## config.mk

```make
export PLATFORM = sky130hd
export DESIGN_NAME = pipelined_arith_unit_flat
export DESIGN_NICKNAME = d
export VERILOG_FILES = /design/src/rtl/pipelined_arith_unit_if.sv /design/src/rtl/pipelined_arith_unit.sv /design/src/flat_wrapper.sv
export SDC_FILE = /design/constraint.sdc
export NUM_CORES = 1
export LEC_CHECK = 0
export CORE_MARGIN = 3
export CORE_UTILIZATION = 45
export DETAILED_ROUTE_END_ITERATION = 8
export GPL_TIMING_DRIVEN = 0
export PLACE_DENSITY_LB_ADDON = 0.15
export SYNTH_ARGS = -nofsm -noshare
export SYNTH_HDL_FRONTEND = slang
export SYNTH_SLANG_ARGS = --single-unit
```

## constraint.sdc

```tcl
create_clock -name clk -period 5.1 [get_ports clk]
set_input_delay 0.51 -clock clk [delete_from_list [all_inputs] [get_ports clk]]
set_output_delay 0.51 -clock clk [all_outputs]
set_load 0.005 [all_outputs]
```

## src/rtl/pipelined_arith_unit_if.sv

```systemverilog
// Operand/result handshake bundle for pipelined_arith_unit.
// The master side supplies operands and consumes results. The slave side is the arithmetic unit.
interface pipelined_arith_unit_if #(
    parameter int WIDTH = 16
);
    logic             in_valid;
    logic             in_ready;
    logic [WIDTH-1:0] a;
    logic [WIDTH-1:0] b;
    logic             s0;
    logic             s1;
    logic             cin;
    logic             out_valid;
    logic             out_ready;
    logic [WIDTH-1:0] s;
    logic             cout;
    logic             ovf;
    logic             zero;

    modport master (
        output in_valid, a, b, s0, s1, cin, out_ready,
        input  in_ready, out_valid, s, cout, ovf, zero
    );

    modport slave (
        input  in_valid, a, b, s0, s1, cin, out_ready,
        output in_ready, out_valid, s, cout, ovf, zero
    );
endinterface

```

## src/rtl/pipelined_arith_unit.sv

```systemverilog
// Pipelined segmented ripple adder: F = A + f(s1,s0,B) + cin, one SEG-bit segment per stage.
// It uses a global stall under backpressure, and the flags are registered together with the result.
module pipelined_arith_unit #(
    parameter int WIDTH = 16,
    parameter int SEG   = 4
) (
    input  logic                 clk,
    input  logic                 rst_n,
    pipelined_arith_unit_if.slave io
);
    localparam int STAGES = (SEG > 0 && WIDTH >= SEG) ? WIDTH / SEG : 1;
    localparam int L      = STAGES - 1;

    generate
        if (SEG < 1 || WIDTH < SEG || (WIDTH % SEG) != 0) begin : g_bad_params
            $error("pipelined_arith_unit: WIDTH must be a non-zero multiple of SEG");
        end
    endgenerate

    logic                               w_stall;
    logic                               w_accept;
    logic [WIDTH-1:0]                   w_y;
    logic                               w_msb_cin;
    logic [STAGES-1:0]                  r_vld;
    logic [STAGES-1:0]                  r_c;
    logic [STAGES-1:0][WIDTH-1:0]       r_a;
    logic [STAGES-1:0][WIDTH-1:0]       r_y;
    logic [STAGES-1:0][WIDTH-1:0]       r_s;
    logic [STAGES-1:0][WIDTH-1:0]       w_res;
    logic [STAGES-1:0][SEG:0]           w_sum;
    logic                               r_out_vld;
    logic [WIDTH-1:0]                   r_out_s;
    logic                               r_cout;
    logic                               r_ovf;
    logic                               r_zero;

    assign w_stall  = r_out_vld & ~io.out_ready;
    assign w_accept = io.in_valid & ~w_stall;

    always_comb begin
        case ({io.s1, io.s0})
            2'b00:   w_y = io.b;
            2'b01:   w_y = ~io.b;
            2'b10:   w_y = '0;
            default: w_y = '1;
        endcase
    end

    // Each stage resolves its own segment from the carry registered by the stage before it.
    always_comb begin
        for (int k = 0; k < STAGES; k++) begin
            w_sum[k] = {1'b0, r_a[k][k*SEG +: SEG]} + {1'b0, r_y[k][k*SEG +: SEG]}
                     + {{SEG{1'b0}}, r_c[k]};
            w_res[k] = r_s[k];
            w_res[k][k*SEG +: SEG] = w_sum[k][SEG-1:0];
        end
    end

    // Carry into the MSB can be recovered from the MSB sum bit and its two addend bits.
    assign w_msb_cin = r_a[L][WIDTH-1] ^ r_y[L][WIDTH-1] ^ w_res[L][WIDTH-1];

    always_ff @(posedge clk or negedge rst_n) begin
        if (!rst_n) begin
            r_vld     <= '0;
            r_c       <= '0;
            r_a       <= '0;
            r_y       <= '0;
            r_s       <= '0;
            r_out_vld <= 1'b0;
            r_out_s   <= '0;
            r_cout    <= 1'b0;
            r_ovf     <= 1'b0;
            r_zero    <= 1'b0;
        end else if (!w_stall) begin
            r_vld[0] <= w_accept;
            if (w_accept) begin
                r_a[0] <= io.a;
                r_y[0] <= w_y;
                r_s[0] <= '0;
                r_c[0] <= io.cin;
            end
            for (int k = 1; k < STAGES; k++) begin
                r_vld[k] <= r_vld[k-1];
                r_a[k]   <= r_a[k-1];
                r_y[k]   <= r_y[k-1];
                r_s[k]   <= w_res[k-1];
                r_c[k]   <= w_sum[k-1][SEG];
            end
            r_out_vld <= r_vld[L];
            if (r_vld[L]) begin
                r_out_s <= w_res[L];
                r_cout  <= w_sum[L][SEG];
                r_ovf   <= w_msb_cin ^ w_sum[L][SEG];
                r_zero  <= (w_res[L] == '0);
            end
        end
    end

    assign io.in_ready  = ~w_stall;
    assign io.out_valid = r_out_vld;
    assign io.s         = r_out_s;
    assign io.cout      = r_cout;
    assign io.ovf       = r_ovf;
    assign io.zero      = r_zero;
endmodule
```

## src/flat_wrapper.sv

```systemverilog
// flat-port wrapper written by rule: the top's interface ports become plain ports
module pipelined_arith_unit_flat 
#(
    parameter int WIDTH = 16,
    parameter int SEG   = 4
)
  (clk, rst_n, io_in_valid, io_a, io_b, io_s0, io_s1, io_cin, io_out_ready, io_in_ready, io_out_valid, io_s, io_cout, io_ovf, io_zero);
  pipelined_arith_unit_if #(.WIDTH(WIDTH)) io_i ();
  input  logic clk;
  input  logic rst_n;
  input wire logic [$bits(io_i.in_valid)-1:0] io_in_valid;
  input wire logic [$bits(io_i.a)-1:0] io_a;
  input wire logic [$bits(io_i.b)-1:0] io_b;
  input wire logic [$bits(io_i.s0)-1:0] io_s0;
  input wire logic [$bits(io_i.s1)-1:0] io_s1;
  input wire logic [$bits(io_i.cin)-1:0] io_cin;
  input wire logic [$bits(io_i.out_ready)-1:0] io_out_ready;
  output wire logic [$bits(io_i.in_ready)-1:0] io_in_ready;
  output wire logic [$bits(io_i.out_valid)-1:0] io_out_valid;
  output wire logic [$bits(io_i.s)-1:0] io_s;
  output wire logic [$bits(io_i.cout)-1:0] io_cout;
  output wire logic [$bits(io_i.ovf)-1:0] io_ovf;
  output wire logic [$bits(io_i.zero)-1:0] io_zero;
  assign io_i.in_valid = io_in_valid;
  assign io_i.a = io_a;
  assign io_i.b = io_b;
  assign io_i.s0 = io_s0;
  assign io_i.s1 = io_s1;
  assign io_i.cin = io_cin;
  assign io_i.out_ready = io_out_ready;
  assign io_in_ready = io_i.in_ready;
  assign io_out_valid = io_i.out_valid;
  assign io_s = io_i.s;
  assign io_cout = io_i.cout;
  assign io_ovf = io_i.ovf;
  assign io_zero = io_i.zero;
  pipelined_arith_unit #(.WIDTH(WIDTH), .SEG(SEG)) u_core (.clk(clk), .rst_n(rst_n), .io(io_i));
endmodule
```

# Word level (Yosys, flattened, before mapping)
# Cells that the tools add are included.
# Widths: inputs -> output; s select.
[totals] output_inout_bits=21 in_bits=39 regBits=180 wordCells=42
[classes] bitwise=8 eq_ne=2 add_sub_neg=8 reduce_logical=4 n_mux=1
[ops] operator="$pmux 16 s3" n=1
[ops] operator="$add 4x4->5" n=4
[ops] operator="$add 5x1->5" n=4
[ops] operator="$logic_not 16->1" n=1
[ops] operator="$not 16->16" n=1
[ops] operator="$reduce_and 2->1" n=2
[ops] operator="$xor 1x1->1" n=3
[ops] operator="$and 1x1->1" n=2
[ops] operator="$eq 2x1->1 const B" n=1
[ops] operator="$eq 2x2->1 const B" n=1
[ops] operator="$logic_not 2->1" n=1
[ops] operator="$not 1->1" n=2

# Logic depth before layout (Yosys ltp)
[depth] depth_word=5 ltp_mapped=6 ltp_nobuf=6

# Worst setup path after synthesis
# Ideal clock, no wire load.
[synth_timing] path_kind="register to register" start="register u_core.r_y[60] (netlist bit)" end="register u_core.r_ovf (netlist: u_core.io.ovf)" arrival_time_ns=1.786 required_ns=4.978 setup_time_ns=0.122 stages_incl_launch_ff=7 slack_ns=3.192 path_cell_list="dfrtp_1 fa_1 fa_1 a21o_1 a21oi_1 xnor2_1 o21ai_1"
[synth_via] elab_chain_len=4
[synth_rtl] item="from (decl)" line="pipelined_arith_unit.sv:27" source="logic [STAGES-1:0][WIDTH-1:0] r_y;"
[synth_rtl] item="from (signal, indexed assignment)" line="pipelined_arith_unit.sv:85" source="r_y[k] <= r_y[k-1];"
[synth_rtl] item="$add 4x4->5 *" line="pipelined_arith_unit.sv:52" source="w_sum[k] = {1'b0, r_a[k][k*SEG +: SEG]} + {1'b0, r_y[k][k*SEG +: SEG]}"
[synth_rtl] item="$add 5x1->5 *" line="pipelined_arith_unit.sv:53" source="+ {{SEG{1'b0}}, r_c[k]};"
[synth_rtl] item="$xor 1x1->1" line="pipelined_arith_unit.sv:60" source="assign w_msb_cin = r_a[L][WIDTH-1] ^ r_y[L][WIDTH-1] ^ w_res[L][WIDTH-1];"
[synth_rtl] item="$xor 1x1->1 *" line="pipelined_arith_unit.sv:93" source="r_ovf <= w_msb_cin ^ w_sum[L][SEG];"
[synth_rtl] item="to (signal assigned)" line="pipelined_arith_unit.sv:93"
[synth_rtl] item="to (decl)" line="pipelined_arith_unit.sv:34" source="logic r_ovf;"
# Mark *: on every way between the ends. The rest lies on a longest branch, timed or not.
# A chain may end at the register's enable or synchronous reset.

# Worst setup path after layout
[layout_timing] start="input io_out_ready" end="output io_in_ready"
[layout_via] elab_chain_len=3
[layout_rtl] item="from (decl)" line="flat_wrapper.sv:17" source="input wire logic [$bits(io_i.out_ready)-1:0] io_out_ready;"
[layout_rtl] item="$not 1->1" line="pipelined_arith_unit.sv:37" source="assign w_stall = r_out_vld & ~io.out_ready;"
[layout_rtl] item="$and 1x1->1" line="pipelined_arith_unit.sv:37"
[layout_rtl] item="$not 1->1" line="pipelined_arith_unit.sv:99" source="assign io.in_ready = ~w_stall;"
[layout_rtl] item="to (decl)" line="flat_wrapper.sv:18" source="output wire logic [$bits(io_i.in_ready)-1:0] io_in_ready;"
# Every way passes these cells.

==> out/metrics.cfg <==
[outcome]
status=finished clean

[pwr]
pwr-share-comb_pct=32.4
intPower_w=0.00300
power_frac_clock_pct=27.3
p_per_area_nw_per_um2=626
power.share.switching_pct=32.7
seq_power_share_pct=40.3
ir_drop_uv=276
netSwitchingPower_w=0.00146
leakage_nw=3.44

[critical_path]
cp_max_fo=10
cp_data_arrival_time_ns=2.21
crit_required_ns=4.59
crit_path_end_kind=output pin
start_kind=input port
worstSetupPathType=input port to output pin
reg2regPathDepth=5

[layout]
layout_commonest_cell=nand2_1
fillers=1104
syn2layout_area_growth_pct=24.9
seq_area_sq_um=3300
layout_common_cells=nand2_1 (214), dfrtp_1 (132), clkdlybuf4s50_1 (57)
layout-drive-gt1-share_pct=14.3
multi_input_area_sq_um=2210
antennaDiodeCount=0
instances_no_fill=811
fin_nets=689

[run]
cap_violations=0

[floorplan]
row_count=40
ioPinCount=60
fp.dieArea_sq_um=14100
die_height_um=119
initial_core_util_pct=46.8
die_x_um=119
coreArea_sq_um=12200

[placement]
place_ws_ns=2.39
detailed_place_hpwl_um=8150
dp.cells=779
finalWeightedCongestion=0.808
portBuffers=58

[synthesis]
ys_warn_count=0
synth_area_sq_um=5710
synth_seq_cells=132
syn_nets=611
ys_seq_area_share_pct=57.8
synthCells=552
avgSynthCellArea_sq_um=10.3
synth_cell_types=30

[route]
avgRoutedWirePerCell_um=13.9
drt_iter0_markers=153
first_pass_iters=4
drc=0
via_count=3859
wl_um=11200
final_antenna_net_count=0
vias_per_cell=4.76

[sta]
rsz0062_at_grt=no
fin_crit_ns=2.72
setup_violations=0
tightest_slew_ns=0.635
fin_ws_ns=2.38
skew_ns=0.00393
holdWs_ns=0.0391
relSlewSlack_pct=57.6
fmax_mhz=368
finalCritPeriodShare_pct=53.3
drv_slew=0
finalHoldViolations=0

[clock_network]
cts.repair.resized=0
path_clk_slew_ns=0.05
cts_buffer_depth=2
cts.sinks=132
clk_latency_ns=0.41
postCtsSetupBuffers=0
hold_buffers=0
h-tree-depth=4
cts_root_buf=clkbuf_16
cts_tree=yes
numCtsBuffers=17

[global_route]
gr-total-overflow=0
track_usage_pct=17.1
grt_pass1_wl_um=18900
grt_antenna_before_repair=0
grt_start_max_net_pins=82
grt_pass1_vias=3857

[min_path]
hp-class=input port to async pin

==> synth_stat cells <==
| master | instances | area [sq um] |
|---|---|---|
| xnor2_1 | 19 | 166 |
| nor4_1 | 3 | 18.8 |
| dfrtp_1 | 132 | 3300 |
| nand4_1 | 1 | 6.26 |
| nand2b_1 | 2 | 12.5 |
| o21ai_0 | 28 | 140 |
| a21oi_4 | 1 | 16.3 |
| o21ai_1 | 1 | 5.00 |
| mux2_2 | 32 | 360 |
| nand2_2 | 2 | 12.5 |
| nand2_1 | 214 | 803 |
| and2b_1 | 11 | 82.6 |
| nor2b_4 | 1 | 13.8 |
| ha_1 | 12 | 150 |
| nor2_1 | 13 | 48.8 |
| o31ai_1 | 1 | 7.51 |
| inv_1 | 11 | 41.3 |
| buf_2 | 15 | 75.1 |
| nand3_1 | 1 | 5.00 |
| clkbuf_2 | 1 | 5.00 |
| inv_4 | 1 | 6.26 |
| fa_1 | 8 | 160 |
| buf_4 | 1 | 7.51 |
| clkbuf_1 | 6 | 22.5 |
| nor2b_1 | 7 | 43.8 |
| a21oi_1 | 13 | 65.1 |
| buf_6 | 4 | 45.0 |
| a21boi_0 | 1 | 7.51 |
| xor2_1 | 5 | 43.8 |
| a21o_1 | 5 | 37.5 |
==> power groups by stage <==
| stage | Sequential, W | Combinational, W | Clock [W] |
|---|---|---|---|
| 6_report | 0.00180 | 0.00145 | 0.00122 |
| 3_5_place_dp | 0.00182 | 0.00147 | 0 |
| 2_1_floorplan | 0.00173 | 0.000987 | 0 |
| 4_1_cts | 0.00180 | 0.00148 | 0.00124 |
| 3_3_place_gp | 0.00180 | 0.00141 | 0 |
| 5_1_grt | 0.00186 | 0.00165 | 0.00129 |
==> sequential cells by signal, indices dropped and copies added (netlist names) <==
signal / flops
u_core.io.s: 16
u_core.r_c: 4
u_core.io.out_valid: 1
u_core.r_y: 40
u_core.io.zero: 1
u_core.io.cout: 1
u_core.r_a: 40
u_core.r_vld: 4
u_core.r_s: 24
u_core.io.ovf: 1
==> final timing paths <==
kind | slack [ns] | to | startpoint
max in group asynchronous | 4.31 | u_core.r_a[11] | rst_n
worst min-delay path | 0.04 | u_core.io.s[0] | rst_n
min in group clk | 0.47 | u_core.r_s[32] | u_core.r_s[32]
worst max-delay path | 2.38 | io_in_ready | io_out_ready
worst min register to register | 0.47 | u_core.r_s[32] | u_core.r_s[32]
worst max register to register | 3.02 | u_core.io.zero | u_core.r_y[60]
==> layout make-up <==
class,count,area share (%)
Multi-Input combinational cell,381,30.9
Buffer,27,2.18
Timing Repair Buffer,59,8.54
Sequential cell,132,46.3
Tap cell,168,2.95
Inverter,12,0.667
Clock buffer,18,6.16
Clock inverter,14,2.26
==> critical path, stage by stage <==
cell and delay [ns]:
clkdlybuf4s50_1 0.50, nor2b_4 0.06, inv_4 0.09, clkbuf_1 0.43
clkdlybuf4s50_1 0.61
==> layer usage <==
layer | global-route usage (%) | part of all wire [%] | vias to the layer above
met5 | 0 | 0 | -
met4 | 6.73 | 2.0 | 0
met3 | 4.55 | 4.1 | 21
met2 | 27.7 | 48 | 82
met1 | 22.0 | 46 | 1847
li1 | - | - | 1909
==> kinds of logic (layout without fill, tap and decap cells) <==
family,after synthesis,in the layout,synth area share [%]
AOI/OAI and AO/OA,50,50,4.88
adders and majority gates,20,20,5.43
xor gates and xnor gates,24,24,3.68
DFF,132,132,57.8
buffers and inverters,39,130,3.55
muxes,32,32,6.31
and+or+nand+nor,255,255,18.3
==> metrics by stage <==
stage / utilization (%) / power (W) / area [sq um] / TNS, ns
after global routing: 58.4 / 0.00480 / 7130 / 0
after detailed placement: 53.5 / 0.00329 / 6530 / 0
after CTS: 58.4 / 0.00453 / 7130 / 0
after floorplan: - / 0.00272 / 5710 / 0
final: 58.4 / 0.00447 / 7130 / 0
after global placement: 53.3 / 0.00322 / 6500 / -205.70
Note: power is estimated with default switching activity, not from simulation.
